<file path="config.mk">
export PLATFORM = sky130hd
export DESIGN_NAME = regfile_wb_queue_flat
export DESIGN_NICKNAME = d
export VERILOG_FILES = /design/src/rtl/regfile_wb_queue_pkg.sv /design/src/rtl/regfile_wb_queue_if.sv /design/src/rtl/regfile_wb_queue_wb_fifo.sv /design/src/rtl/regfile_wb_queue.sv /design/src/flat_wrapper.sv
export SDC_FILE = /design/constraint.sdc
export NUM_CORES = 1
export LEC_CHECK = 0
export BUFFER_PORTS_ARGS = -buffer_cell sky130_fd_sc_hd__buf_2
export CAP_MARGIN = 20
export CORE_MARGIN = 2
export CORE_UTILIZATION = 40
export DETAILED_ROUTE_END_ITERATION = 10
export PLACE_DENSITY = 0.62
export SLEW_MARGIN = 25
export SYNTH_ARGS = -nofsm -noshare
export SYNTH_HDL_FRONTEND = slang
export SYNTH_SLANG_ARGS = --single-unit
</file>
<file path="constraint.sdc">
create_clock -name clk -period 6.3 [get_ports clk]
set_input_delay 0.945 -clock clk [delete_from_list [all_inputs] [get_ports clk]]
set_output_delay 0.945 -clock clk [all_outputs]
set_load 0.02 [all_outputs]
</file>
<file path="src/rtl/regfile_wb_queue_pkg.sv">
// Shared widths for the register-file write-back queue.
// A queue entry is {rd, data}; the rd field sits in the upper REG_W bits.
package regfile_wb_queue_pkg;

   localparam int N_DEF     = 32;
   localparam int DEPTH_DEF = 4;
   localparam int REG_W     = 5;

   function automatic int entry_w(input int n);
      return n + REG_W;
   endfunction

endpackage

</file>
<file path="src/rtl/regfile_wb_queue_if.sv">
// Producer, write-port and bypass signals of the write-back queue.
// The slave side is the queue; the master side drives results and operand addresses.
interface regfile_wb_queue_if
   import regfile_wb_queue_pkg::*;
#(
   parameter int N     = N_DEF,
   parameter int DEPTH = DEPTH_DEF
);

   logic                   ld_valid;
   logic [REG_W-1:0]       ld_rd;
   logic [N-1:0]           ld_data;
   logic                   ld_ready;
   logic                   alu_valid;
   logic [REG_W-1:0]       alu_rd;
   logic [N-1:0]           alu_data;
   logic                   alu_ready;
   logic                   wr_en;
   logic [REG_W-1:0]       wr_reg;
   logic [N-1:0]           wr_data;
   logic [REG_W-1:0]       rs1;
   logic [REG_W-1:0]       rs2;
   logic                   byp1_hit;
   logic                   byp2_hit;
   logic [N-1:0]           byp1_data;
   logic [N-1:0]           byp2_data;
   logic [$clog2(DEPTH):0] count;

   modport slave (
      input  ld_valid, ld_rd, ld_data, alu_valid, alu_rd, alu_data, rs1, rs2,
      output ld_ready, alu_ready, wr_en, wr_reg, wr_data,
             byp1_hit, byp2_hit, byp1_data, byp2_data, count
   );

   modport master (
      output ld_valid, ld_rd, ld_data, alu_valid, alu_rd, alu_data, rs1, rs2,
      input  ld_ready, alu_ready, wr_en, wr_reg, wr_data,
             byp1_hit, byp2_hit, byp1_data, byp2_data, count
   );

endinterface

</file>
<file path="src/rtl/regfile_wb_queue_wb_fifo.sv">
// Circular buffer: up to two enqueues (entry0 older than entry1) and one dequeue per cycle.
// Storage and head pointer are exposed so the parent can search pending entries.
module wb_fifo
   import regfile_wb_queue_pkg::*;
#(
   parameter int N     = N_DEF,
   parameter int DEPTH = DEPTH_DEF
) (
   input  logic                                   clk,
   input  logic                                   rst,
   input  logic                                   enq0,
   input  logic [entry_w(N)-1:0]                  entry0,
   input  logic                                   enq1,
   input  logic [entry_w(N)-1:0]                  entry1,
   input  logic                                   deq,
   output logic [DEPTH-1:0][entry_w(N)-1:0]       entries,
   output logic [$clog2(DEPTH)-1:0]               head_ptr,
   output logic [$clog2(DEPTH):0]                 count
);

   localparam int PW = $clog2(DEPTH);
   localparam int CW = PW + 1;

   logic [PW-1:0] tail_ptr;

   // Validity is implied by head_ptr/count, so clearing count empties the queue at once.
   always_ff @(posedge clk or negedge rst) begin
      if (!rst) begin
         head_ptr <= '0;
         tail_ptr <= '0;
         count    <= '0;
         entries  <= '0;
      end else begin
         if (enq0) entries[tail_ptr] <= entry0;
         if (enq1) entries[tail_ptr + PW'(1)] <= entry1;
         tail_ptr <= tail_ptr + PW'(enq0) + PW'(enq1);
         if (deq) head_ptr <= head_ptr + PW'(1);
         count <= count + CW'(enq0) + CW'(enq1) - CW'(deq);
      end
   end

endmodule

</file>
<file path="src/rtl/regfile_wb_queue.sv">
// Write-back queue in front of the register file write port: serializes load and ALU
// results in program order, drops x0 writes, and forwards pending values to operand reads.
module regfile_wb_queue
   import regfile_wb_queue_pkg::*;
#(
   parameter int N     = N_DEF,
   parameter int DEPTH = DEPTH_DEF
) (
   input  logic               clk,
   input  logic               rst,
   regfile_wb_queue_if.slave  bus
);

   localparam int PW = $clog2(DEPTH);
   localparam int CW = PW + 1;
   localparam int EW = entry_w(N);

   logic [DEPTH-1:0][EW-1:0] entries;
   logic [PW-1:0]            head_ptr;
   logic [CW-1:0]            count;
   logic [CW-1:0]            free;
   logic                     nonempty;
   logic                     ld_enq;
   logic                     alu_enq;
   logic [EW-1:0]            head_entry;

   assign nonempty = (count != '0);
   // The head always pops this edge, so a full queue still has one slot to give.
   assign free          = CW'(DEPTH) - count + CW'(nonempty);
   assign bus.ld_ready  = (free >= CW'(1));
   assign bus.alu_ready = (free >= CW'(1) + CW'(bus.ld_valid && bus.ld_ready));

   assign ld_enq  = bus.ld_valid  && bus.ld_ready  && (bus.ld_rd  != '0);
   assign alu_enq = bus.alu_valid && bus.alu_ready && (bus.alu_rd != '0);

   wb_fifo #(.N(N), .DEPTH(DEPTH)) u_fifo (
      .clk      (clk),
      .rst      (rst),
      .enq0     (ld_enq || alu_enq),
      .entry0   (ld_enq ? {bus.ld_rd, bus.ld_data} : {bus.alu_rd, bus.alu_data}),
      .enq1     (ld_enq && alu_enq),
      .entry1   ({bus.alu_rd, bus.alu_data}),
      .deq      (nonempty),
      .entries  (entries),
      .head_ptr (head_ptr),
      .count    (count)
   );

   assign head_entry  = entries[head_ptr];
   assign bus.wr_en   = nonempty;
   assign bus.wr_reg  = nonempty ? head_entry[EW-1 -: REG_W] : '0;
   assign bus.wr_data = nonempty ? head_entry[N-1:0] : '0;
   assign bus.count   = count;

   // Walk from head toward tail so the last match is the youngest pending value.
   function automatic logic [N:0] youngest(
      input logic [REG_W-1:0]         rs,
      input logic [DEPTH-1:0][EW-1:0] ent,
      input logic [PW-1:0]            hd,
      input logic [CW-1:0]            cnt
   );
      logic [N:0]    res;
      logic [PW-1:0] idx;
      res = '0;
      idx = hd;
      if (rs != '0) begin
         for (int k = 0; k < DEPTH; k++) begin
            idx = hd + PW'(k);
            if ((CW'(k) < cnt) && (ent[idx][EW-1 -: REG_W] == rs))
               res = {1'b1, ent[idx][N-1:0]};
         end
      end
      return res;
   endfunction

   assign {bus.byp1_hit, bus.byp1_data} = youngest(bus.rs1, entries, head_ptr, count);
   assign {bus.byp2_hit, bus.byp2_data} = youngest(bus.rs2, entries, head_ptr, count);

endmodule

</file>
<file path="src/flat_wrapper.sv">
// flat-port wrapper written by rule: the top's interface ports become plain ports
module regfile_wb_queue_flat import regfile_wb_queue_pkg::*;
#(
   parameter int N     = N_DEF,
   parameter int DEPTH = DEPTH_DEF
)
  (clk, rst, bus_ld_valid, bus_ld_rd, bus_ld_data, bus_alu_valid, bus_alu_rd, bus_alu_data, bus_rs1, bus_rs2, bus_ld_ready, bus_alu_ready, bus_wr_en, bus_wr_reg, bus_wr_data, bus_byp1_hit, bus_byp2_hit, bus_byp1_data, bus_byp2_data, bus_count);
  regfile_wb_queue_if #(.N(N), .DEPTH(DEPTH)) bus_i ();
  input  logic clk;
  input  logic rst;
  input wire logic [$bits(bus_i.ld_valid)-1:0] bus_ld_valid;
  input wire logic [$bits(bus_i.ld_rd)-1:0] bus_ld_rd;
  input wire logic [$bits(bus_i.ld_data)-1:0] bus_ld_data;
  input wire logic [$bits(bus_i.alu_valid)-1:0] bus_alu_valid;
  input wire logic [$bits(bus_i.alu_rd)-1:0] bus_alu_rd;
  input wire logic [$bits(bus_i.alu_data)-1:0] bus_alu_data;
  input wire logic [$bits(bus_i.rs1)-1:0] bus_rs1;
  input wire logic [$bits(bus_i.rs2)-1:0] bus_rs2;
  output wire logic [$bits(bus_i.ld_ready)-1:0] bus_ld_ready;
  output wire logic [$bits(bus_i.alu_ready)-1:0] bus_alu_ready;
  output wire logic [$bits(bus_i.wr_en)-1:0] bus_wr_en;
  output wire logic [$bits(bus_i.wr_reg)-1:0] bus_wr_reg;
  output wire logic [$bits(bus_i.wr_data)-1:0] bus_wr_data;
  output wire logic [$bits(bus_i.byp1_hit)-1:0] bus_byp1_hit;
  output wire logic [$bits(bus_i.byp2_hit)-1:0] bus_byp2_hit;
  output wire logic [$bits(bus_i.byp1_data)-1:0] bus_byp1_data;
  output wire logic [$bits(bus_i.byp2_data)-1:0] bus_byp2_data;
  output wire logic [$bits(bus_i.count)-1:0] bus_count;
  assign bus_i.ld_valid = bus_ld_valid;
  assign bus_i.ld_rd = bus_ld_rd;
  assign bus_i.ld_data = bus_ld_data;
  assign bus_i.alu_valid = bus_alu_valid;
  assign bus_i.alu_rd = bus_alu_rd;
  assign bus_i.alu_data = bus_alu_data;
  assign bus_i.rs1 = bus_rs1;
  assign bus_i.rs2 = bus_rs2;
  assign bus_ld_ready = bus_i.ld_ready;
  assign bus_alu_ready = bus_i.alu_ready;
  assign bus_wr_en = bus_i.wr_en;
  assign bus_wr_reg = bus_i.wr_reg;
  assign bus_wr_data = bus_i.wr_data;
  assign bus_byp1_hit = bus_i.byp1_hit;
  assign bus_byp2_hit = bus_i.byp2_hit;
  assign bus_byp1_data = bus_i.byp1_data;
  assign bus_byp2_data = bus_i.byp2_data;
  assign bus_count = bus_i.count;
  regfile_wb_queue #(.N(N), .DEPTH(DEPTH)) u_core (.clk(clk), .rst(rst), .bus(bus_i));
endmodule
</file>
### Yosys cells after proc, flatten, opt, wreduce, memory -nomap -nowiden

Index checks and enable logic that the tools add are counted.

| operators by class | value |
|---|---|
| equality and inequality tests | 8 |
| add/subtract/negate cells | 12 |
| magnitude comparators | 14 |
| reduce and logical (&&, ||, !) cells | 21 |
| mux-type cells | 29 |

Operators by type and width:

| kind | count |
|---|---|
| $mux 33 | 10 |
| $bmux 37 s2 | 4 |
| $bwmux 148 | 2 |
| $mux 148 | 2 |
| $mux 37 | 7 |
| $demux 37 s2 | 2 |
| $eq 5x5->1 | 8 |
| $mux 32 | 1 |
| $reduce_bool 5->1 | 4 |
| $lt 2x3->1 const B | 6 |
| $logic_and 1x1->1 | 15 |
| $add 3x1->3 | 3 |
| $lt 1x3->1 const A | 2 |
| $lt 2x3->1 const A | 2 |
| $mux 5 | 1 |
| $add 2x1->2 | 2 |
| $add 2x1->2 const B | 2 |
| $add 2x2->2 const B | 2 |
| $ge 2x1->1 const B | 2 |
| $ge 3x1->1 const B | 1 |
| $ge 3x3->1 | 1 |
| $reduce_bool 3->1 | 1 |
| $sub 3x1->3 | 1 |
| $sub 3x3->3 const A | 1 |
| 2 further kinds | 2 |

| word-level totals | value |
|---|---|
| flip-flop bits (word level) | 155 |
| logic and storage cells | 91 |
| output and inout bits | 109 |
| input bits | 88 |

### Logic depth before layout (Yosys ltp)

| logic depth | value |
|---|---|
| word-level depth | 12 |
| mapped depth | 20 |
| mapped depth without buffers | 19 |

### By module

From an unflattened synthesis, not the netlist that was laid out.

| unflattened totals | value |
|---|---|
| cell total of the unflattened synthesis | 2061 |
| area, all modules | 14908.0 um2 |

Modules (own cells, without submodules):

| module | times used | area an instance (um2) | sequential area each (um2) | cells an instance |
|---|---|---|---|---|
| regfile_wb_queue | 1 | 7786.2 | 0.0 | 1225 |
| wb_fifo | 1 | 7121.8 | 3878.7 | 836 |

### Worst setup path after synthesis

Ideal clock, no wire load.

| timing | value |
|---|---|
| path type | register to register |
| start | register u_core.u_fifo.count[1] |
| end | register u_core.u_fifo.count[1] |
| stages on the path, launching flop included | 20 |
| data arrival time | 4261 ps |
| clock period less this slack | 4397 ps |
| setup time | 135 ps |
| required time | 6165 ps |
| setup slack | 1903 ps |
| cell sequence | dfrtp_1 > inv_1 > nand3_1 > inv_1 > clkbuf_1 > ha_1 > inv_1 > ha_1 > xor2_1 > o31a_1 > inv_1 > ha_1 > nand2b_1 > a211oi_1 > nor2_1 > nand2_1 > ha_1 > fa_1 > inv_1 > fa_1 |

| between the ends | value |
|---|---|
| word-level cells in the longest chain between the ends | 12 |

RTL lines:

| element | RTL line | RTL |
|---|---|---|
| start, declared | regfile_wb_queue_wb_fifo.sv:18 | `output logic [$clog2(DEPTH):0] count` |
| start signal, assigned | regfile_wb_queue_wb_fifo.sv:38 | `count <= count + CW'(enq0) + CW'(enq1) - CW'(deq);` |
| $reduce_bool 3->1 * | regfile_wb_queue.sv:27 | `assign nonempty = (count != '0);` |
| net bus_wr_en | flat_wrapper.sv:21 | `output wire logic [$bits(bus_i.wr_en)-1:0] bus_wr_en;` |
| $add 3x1->3 | regfile_wb_queue.sv:29 | `assign free = CW'(DEPTH) - count + CW'(nonempty);` |
| $ge 3x1->1 | regfile_wb_queue.sv:30 | `assign bus.ld_ready = (free >= CW'(1));` |
| $logic_and 1x1->1 | regfile_wb_queue.sv:31, regfile_wb_queue.sv:33 |  |
| $add 1x1->2 | regfile_wb_queue.sv:31 | `assign bus.alu_ready = (free >= CW'(1) + CW'(bus.ld_valid && bus.ld_ready));` |
| $ge 3x3->1 | regfile_wb_queue.sv:31 |  |
| $logic_and 1x1->1 (2 in series) | regfile_wb_queue.sv:34 | `assign alu_enq = bus.alu_valid && bus.alu_ready && (bus.alu_rd != '0);` |
| $logic_or 1x1->1 | regfile_wb_queue.sv:39 | `.enq0 (ld_enq \|\| alu_enq),` |
| $add 3x1->3 (2 in series) | regfile_wb_queue_wb_fifo.sv:38 |  |
| $sub 3x1->3 * | regfile_wb_queue_wb_fifo.sv:38 |  |

The timed path passes the listed nets; every way through them passes the cells marked *.
A chain may end at the register's enable or synchronous reset.

### Worst setup path after layout

| timing | value |
|---|---|
| start | register u_core.u_fifo.head_ptr[0] |
| end | output bus_byp2_data[8] |

| between the ends | value |
|---|---|
| word-level cells in the longest chain between the ends | 9 |

RTL lines:

| element | RTL line | RTL |
|---|---|---|
| start, declared | regfile_wb_queue_wb_fifo.sv:17 | `output logic [$clog2(DEPTH)-1:0] head_ptr,` |
| start signal, assigned | regfile_wb_queue_wb_fifo.sv:37 | `if (deq) head_ptr <= head_ptr + PW'(1);` |
| $add 2x1->2 or $bmux 37 s2 (tied branches) | regfile_wb_queue.sv:68, regfile_wb_queue.sv:69, regfile_wb_queue.sv:70 |  |
| $bmux 37 s2 or $mux 37 (tied branches) | regfile_wb_queue.sv:69, regfile_wb_queue.sv:70 |  |
| $mux 37 (implied by the code) or $eq 5x5->1 (tied branches) | regfile_wb_queue.sv:69 | `if ((CW'(k) < cnt) && (ent[idx][EW-1 -: REG_W] == rs))` |
| $eq 5x5->1 or $logic_and 1x1->1 (tied branches) | regfile_wb_queue.sv:69 |  |
| $logic_and 1x1->1 or $mux 33 (tied branches) | regfile_wb_queue.sv:69 |  |
| $mux 33 (2 in series) | regfile_wb_queue.sv:69 |  |
| $mux 33 * | regfile_wb_queue.sv:69 |  |
| $mux 33 * | regfile_wb_queue.sv:66 | `if (rs != '0) begin` |
| end, declared | flat_wrapper.sv:27 | `output wire logic [$bits(bus_i.byp2_data)-1:0] bus_byp2_data;` |

Every way passes the cells marked *; elsewhere a longest branch is shown, timed or not. The select of a mux whose other input is x is not followed.

==> metrics.log <==
[metrics] clock insertion delay at the later pin of the skew report: around 450 ps
[metrics] layout overhead on the synthesized area: 13.3%
[metrics] final-report setup violation count: 0
[metrics] I/O pin count: roughly 200
[metrics] non-filler instance count after layout: about 2400
[metrics] Period Utilization, post-route: 89.0%
[metrics] Die X-Extent: ~190 um
[metrics] Int Power: around 5.2 mW
[metrics] layout cells sized above 1: approximately 19%
[metrics] peak ir drop on the vdd network: ~0.00037 V
[metrics] vertical die dimension: slightly below 200 um
[metrics] via density per instance: approximately 6.7
[metrics] maximum level of the CTS H-tree: 4
[metrics] overall overflow remaining after global route: 0
[metrics] post-route setup TNS: 0 ps
[metrics] worst-path maximum fanout: 41
[metrics] number of iterations in the first detailed-routing pass: 6
[metrics] clock tree root buffer cell: sky130_fd_sc_hd__clkbuf_16
[metrics] Finished Cell Area: roughly 0.016 sq mm
[metrics] critical path startpoint category: register
[metrics] Reg-to-Reg Start: u_core.u_fifo.count[2]
[metrics] number of storage elements in the synthesis netlist: around 160
[metrics] Max-cap violations: 0
[metrics] gate count of the mapped netlist: 1892
[metrics] Rel. slew slack: approximately 30%
[metrics] endpoint of the worst register-to-register path: u_core.u_fifo.entries[37]
[metrics] power per cell area: around 700 mW/mm^2
[metrics] post-synthesis average cell area: 7.69 sq um
[metrics] Worst EP required: 5350 ps
[metrics] antenna cells: 0
[metrics] Crit. path cell count: 9
[metrics] reg2reg path depth: 18
[metrics] share of async-settable or async-resettable flops after synthesis: 100%
[metrics] post-CTS setup buffers: 0
[metrics] Syn Nets: slightly below 2000
[metrics] critical path's top delay family: simple AND/OR/NAND/NOR gates
[metrics] number of gates given a new drive strength after cts: 0
[metrics] achievable clock frequency: 178 MHz
[metrics] reported net switching power: 6.50 mW
[metrics] worst-margin pin slew: about 1100 ps
[metrics] count of nets after finishing: ~2000
[metrics] fill cell count: approximately 3600
[metrics] final RePlAce weighted congestion: approximately 0.92
[metrics] setup repair after global routing missed its margin: no
[metrics] critical setup path kind: reg -> out
[metrics] run status: completed
[metrics] core region area: ~0.036 sq mm
[metrics] clock slew at the register clock pins of the worst setup and hold paths: approximately 70 ps
[metrics] global-route wire length before repair: 94700 um
[metrics] switching share of power: between 50% and 60%
[metrics] Die Area: 0.0379 sq mm
[metrics] max incr delay on CP: 780 ps
[metrics] number of design rule violations left after detail routing: 0
[metrics] initial antenna violation count: 0
[metrics] CTS Hold Bufs: 0
[metrics] path category of the worst min-delay check: in -> async
[metrics] Static Leakage: ~6.9 nW
[metrics] sort of element at the end of the critical path: output pin
[metrics] Final Routed Wirelength: ~61000 um
[metrics] number of DRC violations after detailed-routing iteration 0: approximately 2100
[metrics] Crit path buffers/inverters: 2
[metrics] crit path DAT: between 4000 and 5000 ps
[metrics] Critical-path top delay cell: sky130_fd_sc_hd__dfrtp_4
[metrics] final clock skew: between 10 and 15 ps
[metrics] commonest register cell after synthesis: sky130_fd_sc_hd__dfrtp_1
[metrics] Longest Clk Path Bufs: 2
[metrics] count of vias placed by the detailed router: around 16000
[metrics] GRT Resource Usage Total: 32.0%
[metrics] time the final worst path needs with I/O delays and setup: approximately 5600 ps
[metrics] number of buffers added by the clock tree synthesis step: 17
[metrics] Clk pwr share: ~9.7%
[metrics] portion of total power attributed to sequential cells: between 10% and 20%
[metrics] post-detailed-route wirelength per cell: ~25 um
[metrics] worst-case register-to-register setup slack: between 1000 and 1500 ps
[metrics] CTS sink count: around 160
[metrics] CTS tree: built
[metrics] total placed cells including tap cells: roughly 2400
[metrics] final antenna-violating net count: 0
[metrics] Yosys cell types: 54
[metrics] largest net degree at the start of global routing: a little under 100
[metrics] Area after DPL: about 0.016 sq mm
[metrics] cell area after technology mapping: between 0.01 and 0.015 sq mm
[metrics] Yosys warnings: 0
[metrics] list of cells traversed by the critical path: mux4_2, xor2_1, or4_2, nor2_8, o22ai_2, buf_4, a211o_1, a21oi_1, buf_2
[metrics] count of final hold-check violations: 0
[metrics] number of enable-type register cells in the synthesized netlist: 0
[metrics] sequential element share of the synthesized area: roughly a quarter
[metrics] detailed placement HPWL: 38800 um
[metrics] vias in the first global route: 16138
[metrics] max-slew violation count: 0
[metrics] initial standard-cell utilization of the core: 40.8%
[metrics] combinational fraction of design power: 71.8%
[metrics] PortBufs: between 150 and 200
[metrics] total number of placement rows: 69
[kinds of logic after synthesis]
| kind of cell | share of synthesized area [%] |
|---|---|
| AND/OR/NAND/NOR | 16.5 |
| AO/OA/AOI/OAI | 32.0 |
| buffers and inverters | 7.12 |
| multiplexers | 14.0 |
| XOR/XNOR | 2.65 |
| flip-flops | 26.7 |
| adder cells (fa/ha/maj) | 1.01 |
[power groups by stage]
stage          sequential, mW  clock (mW)  combinational, mW
3_5_place_dp             2.15           0               8.22
4_1_cts                  2.13        1.14               8.25
2_1_floorplan            1.89           0               5.95
6_report                 2.17        1.14               8.41
5_1_grt                  2.24        1.18               9.04
3_3_place_gp             2.12           0               8.00
[per-stage QoR]
| step | hold slack [ps] | power [mW] | utilization [%] | setup slack (ps) |
|---|---|---|---|---|
| 6_report | 403 | 11.7 | 46.2 | 693 |
| 3_5_place_dp | 583 | 10.4 | 44.4 | 1250 |
| 3_3_place_gp | 569 | 10.1 | 44.1 | 1320 |
| 2_1_floorplan | 529 | 7.85 | - | 1900 |
| 4_1_cts | 590 | 11.5 | 46.2 | 763 |
| 5_1_grt | 419 | 12.5 | 46.2 | 594 |
[cells in the final DEF (no fill, tap or decap), types with 30 or more instances in the layout]
cell type / synthesis / layout
sky130_fd_sc_hd__or4_1: 33 / 32
sky130_fd_sc_hd__buf_4: 3 / 45
sky130_fd_sc_hd__o22ai_1: 147 / 146
sky130_fd_sc_hd__o311ai_0: 57 / 57
sky130_fd_sc_hd__mux2i_1: 114 / 114
sky130_fd_sc_hd__buf_2: 33 / 195
sky130_fd_sc_hd__o211ai_1: 33 / 33
sky130_fd_sc_hd__inv_1: 45 / 43
sky130_fd_sc_hd__mux2_2: 35 / 35
sky130_fd_sc_hd__a21o_1: 30 / 30
sky130_fd_sc_hd__nand2_1: 147 / 147
sky130_fd_sc_hd__nand3_1: 32 / 31
sky130_fd_sc_hd__dfrtp_1: 155 / 153
sky130_fd_sc_hd__a21oi_1: 284 / 283
sky130_fd_sc_hd__and2_1: 31 / 30
sky130_fd_sc_hd__nor2_1: 219 / 217
sky130_fd_sc_hd__a211o_1: 33 / 33
sky130_fd_sc_hd__o31ai_1: 41 / 41
sky130_fd_sc_hd__a211oi_1: 36 / 36
[synthesized netlist by cell type, types with 4 or more instances]
| master | n | area (sq um) |
|---|---|---|
| sky130_fd_sc_hd__nor2b_1 | 22 | 138 |
| sky130_fd_sc_hd__o21ai_0 | 10 | 50.1 |
| sky130_fd_sc_hd__buf_6 | 5 | 56.3 |
| sky130_fd_sc_hd__a21boi_1 | 4 | 30.0 |
| sky130_fd_sc_hd__a211o_1 | 33 | 289 |
| sky130_fd_sc_hd__and2_1 | 31 | 194 |
| sky130_fd_sc_hd__or4_1 | 33 | 248 |
| sky130_fd_sc_hd__nand4_1 | 6 | 37.5 |
| sky130_fd_sc_hd__mux2_2 | 35 | 394 |
| sky130_fd_sc_hd__clkbuf_1 | 145 | 544 |
| sky130_fd_sc_hd__buf_2 | 33 | 165 |
| sky130_fd_sc_hd__o31ai_1 | 41 | 308 |
| sky130_fd_sc_hd__a21oi_2 | 20 | 175 |
| sky130_fd_sc_hd__o211ai_1 | 33 | 248 |
| sky130_fd_sc_hd__inv_1 | 45 | 169 |
| sky130_fd_sc_hd__xor2_1 | 22 | 193 |
| sky130_fd_sc_hd__nand3_1 | 32 | 160 |
| sky130_fd_sc_hd__nand2_1 | 147 | 552 |
| sky130_fd_sc_hd__o22ai_1 | 147 | 920 |
| sky130_fd_sc_hd__mux2i_1 | 114 | 1140 |
| sky130_fd_sc_hd__a21o_1 | 30 | 225 |
| sky130_fd_sc_hd__a211oi_1 | 36 | 270 |
| sky130_fd_sc_hd__buf_1 | 20 | 75.1 |
| sky130_fd_sc_hd__dfrtp_1 | 155 | 3880 |
| sky130_fd_sc_hd__mux4_2 | 21 | 473 |
| sky130_fd_sc_hd__a21oi_1 | 284 | 1420 |
| sky130_fd_sc_hd__ha_1 | 7 | 87.6 |
| sky130_fd_sc_hd__xnor2_1 | 22 | 193 |
| sky130_fd_sc_hd__o311ai_0 | 57 | 499 |
| sky130_fd_sc_hd__nor4_1 | 6 | 37.5 |
| sky130_fd_sc_hd__o21ai_1 | 18 | 90.1 |
| sky130_fd_sc_hd__nor2_1 | 219 | 822 |
| sky130_fd_sc_hd__nor3_1 | 22 | 110 |
[how the worst max path moves through the flow]
stage / from / to / slack, ps
final: u_core.u_fifo.head_ptr[0] / bus_byp2_data[8] / 690
after detailed placement: u_core.u_fifo.head_ptr[0] / bus_byp2_data[8] / 1250
after CTS: u_core.u_fifo.head_ptr[0] / bus_byp2_data[8] / 760
after global routing: u_core.u_fifo.head_ptr[0] / bus_byp2_data[8] / 590
after global placement: u_core.u_fifo.head_ptr[0] / bus_byp2_data[8] / 1320
after floorplan: u_core.u_fifo.count[1] / u_core.u_fifo.count[1] / 1900
[state kept, by name, indices dropped and copies added, names as in the netlist]
name                    count
u_core.u_fifo.count         3
u_core.u_fifo.head_ptr      2
u_core.u_fifo.tail_ptr      2
u_core.u_fifo.entries     148
[per-layer routing]
metal  wire [um]  track usage (%)  share of wire, %
met1       24600             41.3                40
met2       27800             51.0                45
met3        6210             6.82                10
met4        2760             15.8               4.5
met5           0                0                 0
[layout make-up]
cell class | count | area, sq um | area share, %
Sequential cell | 155 | 3890 | 23.6
Clock inverter | 13 | 193 | 1.17
Clock buffer | 19 | 433 | 2.63
Tap cell | 461 | 577 | 3.50
Timing Repair Buffer | 246 | 1460 | 8.87
Multi-Input combinational cell | 1485 | 9760 | 59.2
Inverter | 46 | 174 | 1.06
Note: power is estimated with default switching activity, not from simulation.
